### config.mk
export PLATFORM = sky130hd
export DESIGN_NAME = wave_capture
export DESIGN_NICKNAME = d
export VERILOG_FILES = /design/src/rtl/wave_capture.sv
export SDC_FILE = /design/constraint.sdc
export NUM_CORES = 1
export LEC_CHECK = 0
export BUFFER_PORTS_ARGS = -buffer_cell sky130_fd_sc_hd__buf_2
export CAP_MARGIN = 10
export CORE_MARGIN = 2
export CORE_UTILIZATION = 39
export CTS_CLUSTER_DIAMETER = 30
export DETAILED_ROUTE_END_ITERATION = 6
export HOLD_SLACK_MARGIN = 0.1
export SYNTH_ARGS = -nofsm -noshare
export SYNTH_HDL_FRONTEND = slang
export SYNTH_SLANG_ARGS = --single-unit
### constraint.sdc
create_clock -name clk -period 4.1 [get_ports clk]
set_input_delay 0.82 -clock clk [delete_from_list [all_inputs] [get_ports clk]]
set_output_delay 0.82 -clock clk [all_outputs]
set_load 0.01 [all_outputs]
### src/rtl/wave_capture.sv
// Writer side of the ping-pong sample RAM. Arms on a rising zero crossing, or on a
// forced trigger after a timeout, then fills the half that the display is not reading.
module wave_capture #(
  parameter int ADDR_W    = 8,
  parameter int AUTO_TRIG = 512
) (
  input  logic              clk,
  input  logic              rst,
  input  logic              new_sample_ready,
  input  logic [15:0]       new_sample_in,
  input  logic              wave_display_idle,
  output logic              write_enable,
  output logic [ADDR_W-1:0] write_address,
  output logic [7:0]        write_sample,
  output logic              read_index,
  output logic              capturing
);

  localparam int IDX_W = ADDR_W - 1;
  localparam int CNT_W = (AUTO_TRIG > 1) ? $clog2(AUTO_TRIG) : 1;
  localparam logic [CNT_W-1:0] ARM_LAST = (AUTO_TRIG > 0) ? CNT_W'(AUTO_TRIG - 1) : '0;
  localparam logic [IDX_W-1:0] IDX_LAST = '1;

  typedef enum logic [1:0] {S_ARMED, S_ACTIVE, S_WAIT} state_t;

  state_t            state, state_n;
  logic [IDX_W-1:0]  index, index_n, wr_idx;
  logic [CNT_W-1:0]  arm_cnt, arm_cnt_n;
  logic              read_index_n;
  logic              prev_neg;
  logic              accept;
  logic              crossing, forced, trig;
  logic              we_n, cap_n;
  logic [ADDR_W-1:0] addr_n;
  logic [7:0]        data_n;

  assign crossing = new_sample_ready && prev_neg && !new_sample_in[15];
  assign forced   = (AUTO_TRIG != 0) && new_sample_ready && (arm_cnt == ARM_LAST);
  assign trig     = crossing || forced;

  // State register; prev_neg tracks the sign of every strobed sample regardless of state.
  always_ff @(posedge clk) begin
    if (rst) begin
      state         <= S_ARMED;
      index         <= '0;
      arm_cnt       <= '0;
      read_index    <= 1'b0;
      prev_neg      <= 1'b0;
      write_enable  <= 1'b0;
      write_address <= '0;
      write_sample  <= '0;
      capturing     <= 1'b0;
    end else begin
      state         <= state_n;
      index         <= index_n;
      arm_cnt       <= arm_cnt_n;
      read_index    <= read_index_n;
      write_enable  <= we_n;
      write_address <= addr_n;
      write_sample  <= data_n;
      capturing     <= cap_n;
      if (new_sample_ready) prev_neg <= new_sample_in[15];
    end
  end

  // Next-state logic
  always_comb begin
    state_n      = state;
    index_n      = index;
    arm_cnt_n    = arm_cnt;
    read_index_n = read_index;
    accept       = 1'b0;
    wr_idx       = index;
    case (state)
      S_ARMED: begin
        wr_idx = '0;
        if (trig) begin
          accept    = 1'b1;
          index_n   = IDX_W'(1);
          arm_cnt_n = '0;
          state_n   = S_ACTIVE;
        end else if (new_sample_ready) begin
          arm_cnt_n = arm_cnt + 1'b1;
        end
      end
      S_ACTIVE: begin
        if (new_sample_ready) begin
          accept = 1'b1;
          if (index == IDX_LAST) begin
            index_n = '0;
            state_n = S_WAIT;
          end else begin
            index_n = index + 1'b1;
          end
        end
      end
      S_WAIT: begin
        // The flip is the only place read_index moves, so the read half is never written.
        if (wave_display_idle) begin
          read_index_n = ~read_index;
          arm_cnt_n    = '0;
          state_n      = S_ARMED;
        end
      end
      default: state_n = S_ARMED;
    endcase
  end

  // Output logic: registered RAM write port, address/data hold between writes
  always_comb begin
    we_n   = accept;
    addr_n = write_address;
    data_n = write_sample;
    if (accept) begin
      addr_n = {~read_index, wr_idx};
      data_n = new_sample_in[15:8] ^ 8'h80;
    end
    cap_n = (state_n == S_ACTIVE);
  end

endmodule

==> out/results.tsv, run 1 <==
metric	value	unit
cell count after synthesis	179	
CTS Buf Count	5	
max-cap viol count	0	
Synth Register Bits	38	
Clock Tree Root	clkbuf_8	
die boundary width	67.96	um
initial antenna violation count	0	
leakage dissipation	0.7188	nW
H-tree levels	2	
Worst setup startpoint	arm_cnt[2]	
Final WS setup	1.987	ns
unrepaired setup endpoints after global routing	false	
Clk Latency, worst-skew pair	0.29	ns
Tightest Pin Transition	0.6330	ns
Vert. Die Dim	67.96	um
routed length per instance	13.38	um
final setup vio count	0	
Final Cycle Share	51.54	%
area grow syn2layout	16.08	%
post-DR vias/cell	5.307	
peak supply drop	0.1635	mV
Pre-antenna DRT Iters	4	
final RePlAce weighted congestion	0.7941	
DP Wirelength	2406	um
Crit Reg-Reg Startpoint	arm_cnt[2]	
Resize count post-CTS	0	
synth warn	0	
Slew Viols, Final	0	
DRC errors left	0	
final WL	3439	um
post-placement setup slack	1.878	ns
number of cell rows	23	
Power Density	356.2	mW/mm2
global-route wire length before repair	5499	um
status	finished clean	
TritonCTS clock tree	yes	
largest net degree at the start of global routing	37	
Core ar.	0.003971	mm2
io pins	39	
Starting Density	40.17	%
Tmin final	2.113	ns
Synth Area per Inst	8.912	um2
Final TNS setup	0	ns
gr usage total	16.03	%
Setup CP Type	reg2reg	
fraction of layout cells with a size suffix above 1	20.29	%
Worst-path clk slew	0.07	ns
Synthesized Nets	202	
R2R depth	7	
Post-synth EDFFs	0	
HP Class	reg2reg	
Startpoint Class	register	
post-synthesis sequential area ratio	47.69	%
commonest non-fill, non-tap cell in the layout	dfxtp_1	
Layout Nets	230	
Setup Fix Bufs, Post-CTS	0	
required time of the worst setup path	4.32	ns
max frequency	473.2	MHz
Via Count	1364	
FF+latch area	760.7	um2
Clock Tree Buf Depth	2	
die area	0.004618	mm2
Worst Path Arrival	2.33	ns
Multi-input gate area	790.8	um2
Worst setup EP type	register	
Routed Antenna Nets	0	
clk sinks	38	
CTS Hold Bufs	0	
min-delay src	write_sample[3]	
Slew HR	57.80	%
number of global-route vias before repair	1257	
share of flip-flops with an asynchronous set or reset	0	%
Cell Area, Synth	0.001595	mm2
most frequent cells in the layout	38 x dfxtp_1, 30 x buf_2, 23 x nand2_1, 16 x a21oi_1, 15 x nor2_1	
Yosys cell types	39	
crit-path max FO	24	
Final Hold Fails	0	
Main synth FF type	dfxtp_1	
Starting DRT DRC Count	101	
FILL cells	399	
input/output buffers	30	
diodes inserted	0	
GR Overflow Total	0	
Hold Path Cell Cnt	2	
clock skew	0.005573	ns
-- routing by layer --
layer	GRT usage [%]	vias to the layer above	routed length [um]
met1	18.62	640	1483
met3	5.428	7	133
met2	27.18	27	1765
li1	-	690	-
met4	6.000	0	55
met5	0	-	0
-- cell families (layout without fill, tap and decap cells) --
| group | Yosys count | count (layout) | synth area share (%) |
|---|---|---|---|
| DFF | 38 | 38 | 47.69 |
| adders and majority gates | 3 | 3 | 2.353 |
| xor gates and xnor gates | 8 | 8 | 4.392 |
| buffers and inverters | 11 | 39 | 2.744 |
| AOI/OAI and AO/OA | 37 | 37 | 14.90 |
| muxes | 4 | 4 | 2.510 |
| and+or+nand+nor | 78 | 78 | 25.41 |
-- per-stage QoR --
| stage | utilization, % | hold WS [ns] | power, mW | instance area [um2] | std cells |
|---|---|---|---|---|---|
| 3_3_place_gp | 44.71 | 0.4400 | 0.4306 | 1775 | 250 |
| 2_1_floorplan | - | 0.4520 | 0.4168 | 1595 | 179 |
| 5_1_grt | 46.63 | 0.4776 | 0.6909 | 1852 | 257 |
| 4_1_cts | 46.63 | 0.4542 | 0.6696 | 1852 | 257 |
| 6_report | 46.63 | 0.4514 | 0.6596 | 1852 | 257 |
| 3_5_place_dp | 44.71 | 0.4448 | 0.4326 | 1775 | 250 |
-- path summary, 6_finish.rpt --
kind	slack, ns	to
min reg2reg	0.45	write_sample[3]
min	0.45	write_sample[3]
max	1.99	index[5]
max reg2reg	1.99	index[5]
-- state kept, by name, summed over array words and instances, names as in the netlist --
register and cells:
capturing 1, write_sample 8, read_index 1, arm_cnt 9, write_address 8, prev_neg 1, index 7, state 2
write_enable 1
-- critical path, stage by stage (launching register included) --
cell and delay [ns]:
dfxtp_1 0.41, and4_1 0.25, and4_1 0.20, ha_1 0.21
o31ai_2 0.09, buf_4 0.22, or4_1 0.52, a21oi_1 0.14
-- area by class of cell --
type                    count  area share (%)
inverters                   1          0.2027
flip-flops and latches     38           41.08
clock buffers               7           4.122
multi-input cells         130           42.70
well taps                  50           3.378
repair buffers             31           8.513
-- Yosys cell counts, types with 2 or more instances --
master | n | area share, %
nor2_1 | 15 | 3.5
and3b_1 | 2 | 1.1
nand2b_1 | 3 | 1.2
nand3_1 | 8 | 2.5
a22oi_1 | 6 | 2.8
xor2_1 | 2 | 1.1
o211ai_1 | 2 | 0.94
nor3_1 | 10 | 3.1
o21ai_0 | 4 | 1.3
ha_1 | 3 | 2.4
xnor2_1 | 6 | 3.3
clkbuf_1 | 8 | 1.9
nor2b_1 | 2 | 0.78
nor3b_1 | 2 | 0.94
or3_1 | 2 | 0.78
nand2_1 | 23 | 5.4
a31oi_1 | 2 | 0.78
mux2i_1 | 4 | 2.5
dfxtp_1 | 38 | 48
a21oi_1 | 16 | 5.0
and4_1 | 2 | 1.1
a2111oi_0 | 2 | 1.1
-- power breakdown --
group          leakage [nW]  internal [mW]  switching (mW)
sequential            0.307          0.376         0.00552
combinational         0.373         0.0175          0.0251
clock                0.0383          0.117           0.119
Power figures use the tool's default switching activity.
==> run 2: changes to the inputs <==
==> constraint.sdc (replaced) <==
create_clock -name clk -period 1.9 [get_ports clk]
set_input_delay 0.38 -clock clk [delete_from_list [all_inputs] [get_ports clk]]
set_output_delay 0.38 -clock clk [all_outputs]
set_load 0.01 [all_outputs]
==> run 2 against run 1 <==
Clock skew increased by 0.0023 ns. Wire length rose by 6.8%. Worst hold slack worse by 0.13 ns. Via count up 3.8%.
==> out/results.tsv, run 2 (same netlist as run 1, synthesis figures left out) <==
metric	value	unit	change
Layout Nets	243		+5.7%
Crit Reg-Reg Startpoint	arm_cnt[4]		
post-DR vias/cell	5.225		-1.6%
Worst Path Arrival	2.00	ns	-0.33 ns
FILL cells	386		-3.3%
post-placement setup slack	-0.02023	ns	-1.898 ns
Slew Viols, Final	0		unchanged
Tmin final	1.774	ns	-0.3389 ns
Final WS setup	0.1258	ns	-1.861 ns
Worst setup EP type	register		
Clock Tree Buf Depth	2		unchanged
Slew HR	56.70	%	-1.1 points
final RePlAce weighted congestion	0.7926		-0.19%
leakage dissipation	0.7930	nW	+10%
clock skew	0.007841	ns	+0.002268 ns
fraction of layout cells with a size suffix above 1	28.05	%	+7.8 points
Routed Antenna Nets	0		unchanged
crit-path max FO	5		-79%
number of global-route vias before repair	1343		+6.8%
Clk Latency, worst-skew pair	0.29	ns	about the same
gr usage total	16.89	%	+0.86 points
commonest non-fill, non-tap cell in the layout	dfxtp_1		
Pre-antenna DRT Iters	4		unchanged
Via Count	1416		+3.8%
CTS Buf Count	5		unchanged
Tightest Pin Transition	0.6495	ns	+0.01652 ns
peak supply drop	0.4807	mV	+190%
Startpoint Class	register		
min-delay src	new_sample_in[11]		
final WL	3673	um	+6.8%
clk sinks	38		unchanged
DP Wirelength	2636	um	+9.6%
number of cells after detailed placement	262		+4.8%
Worst setup startpoint	arm_cnt[4]		
area grow syn2layout	25.10	%	
Core ar.	0.003971	mm2	unchanged
die boundary width	67.96	um	unchanged
diodes inserted	0		unchanged
Vert. Die Dim	67.96	um	unchanged
Final Hold Fails	0		unchanged
Finished Layout Cells	271		+5.4%
CTS Hold Bufs	0		unchanged
io pins	39		unchanged
initial antenna violation count	0		unchanged
Starting DRT DRC Count	68		-33%
Starting Density	40.17	%	unchanged
Setup CP Type	reg2reg		
unrepaired setup endpoints after global routing	false		
HP Class	in2reg		
routed length per instance	13.55	um	+1.3%
max FFs per register	9		unchanged
most frequent cells in the layout	38 x dfxtp_1, 30 x buf_2, 23 x nand2_1, 16 x a21oi_1, 15 x nor2_1		
GR Overflow Total	0		unchanged
Power Density	757.7	mW/mm2	+110%
required time of the worst setup path	2.13	ns	-2.19 ns
max-cap viol count	0		unchanged
largest net degree at the start of global routing	37		unchanged
global-route wire length before repair	5851	um	+6.4%
Final Cycle Share	93.38	%	+42 points
die area	0.004618	mm2	unchanged
leading registers by flop count	arm_cnt: 9 flops, write_address: 8 flops, write_sample: 8 flops		
final setup vio count	0		unchanged
Worst-path clk slew	0.08	ns	about the same
DRC errors left	0		unchanged
max frequency	563.6	MHz	+19%
Top reg by flops	arm_cnt		
H-tree levels	2		unchanged
TritonCTS clock tree	yes		
status	finished clean		
number of cell rows	23		unchanged
Clock Tree Root	clkbuf_8		
input/output buffers	30		unchanged
Hold WS	0.3186	ns	-0.1328 ns
==> run 2: timing repair <==
item | CTS | global route
gates resized for setup | 2 | 5
setup endpoints to repair | 6 | 29
gates cloned | 0 | 0
hold endpoints to repair | 0 | 0
buffers inserted | 0 | 1
pin swaps | 0 | 1
==> run 2: cell type report <==
type	instances	area [um2]	area share, %
inverter	1	3.754	0.1881
clock buffer	6	82.58	4.138
timing repair buffer	44	255.2	12.79
clock inverter	2	12.51	0.6270
sequential	38	760.7	38.12
tap	50	62.56	3.135
multi-input combinational	130	818.3	41.00
==> run 2: power by group <==
part	total [mW]	leakage [nW]	internal (mW)	switching, mW
Clock	0.583	0.0472	0.292	0.291
Sequential	0.821	0.307	0.811	0.0105
Combinational	0.108	0.439	0.0471	0.0611
Total	1.51	0.793	1.15	0.363
==> run 2: final timing paths <==
path         slack [ns]              end  cells past startpoint
min                0.32  write_sample[3]                      3
max reg2reg        0.13         index[5]                      6
min reg2reg        0.45  write_sample[6]                      2
max                0.13         index[5]                      6
==> run 2: metal layers <==
metal / wire length (um) / part of all wire, % / up-vias / global-route usage (%)
met2: 1882 / 51 / 31 / 28.28
met3: 135 / 3.7 / 5 / 5.428
met5: 0 / 0 / - / 0
li1: - / - / 712 / -
met4: 49 / 1.3 / 0 / 7.000
met1: 1606 / 44 / 668 / 19.84
==> run 2: worst max-delay path: stages, from the launching register on <==
cell,delay (ns)
dfxtp_1,0.35
and4_4,0.24
and4_4,0.23
ha_4,0.15
o31ai_4,0.09
or4_1,0.51
a21oi_1,0.14
==> run 2: through the flow <==
step	power (mW)	utilization, %	cell area, um2	TNS (ns)
6_report	1.512	50.25	1996	0
5_1_grt	1.566	50.25	1996	0
4_1_cts	1.531	49.62	1971	0
3_5_place_dp	0.9459	46.98	1866	-0.03185
3_3_place_gp	0.9384	46.98	1866	0
2_1_floorplan	0.8993	-	1595	0
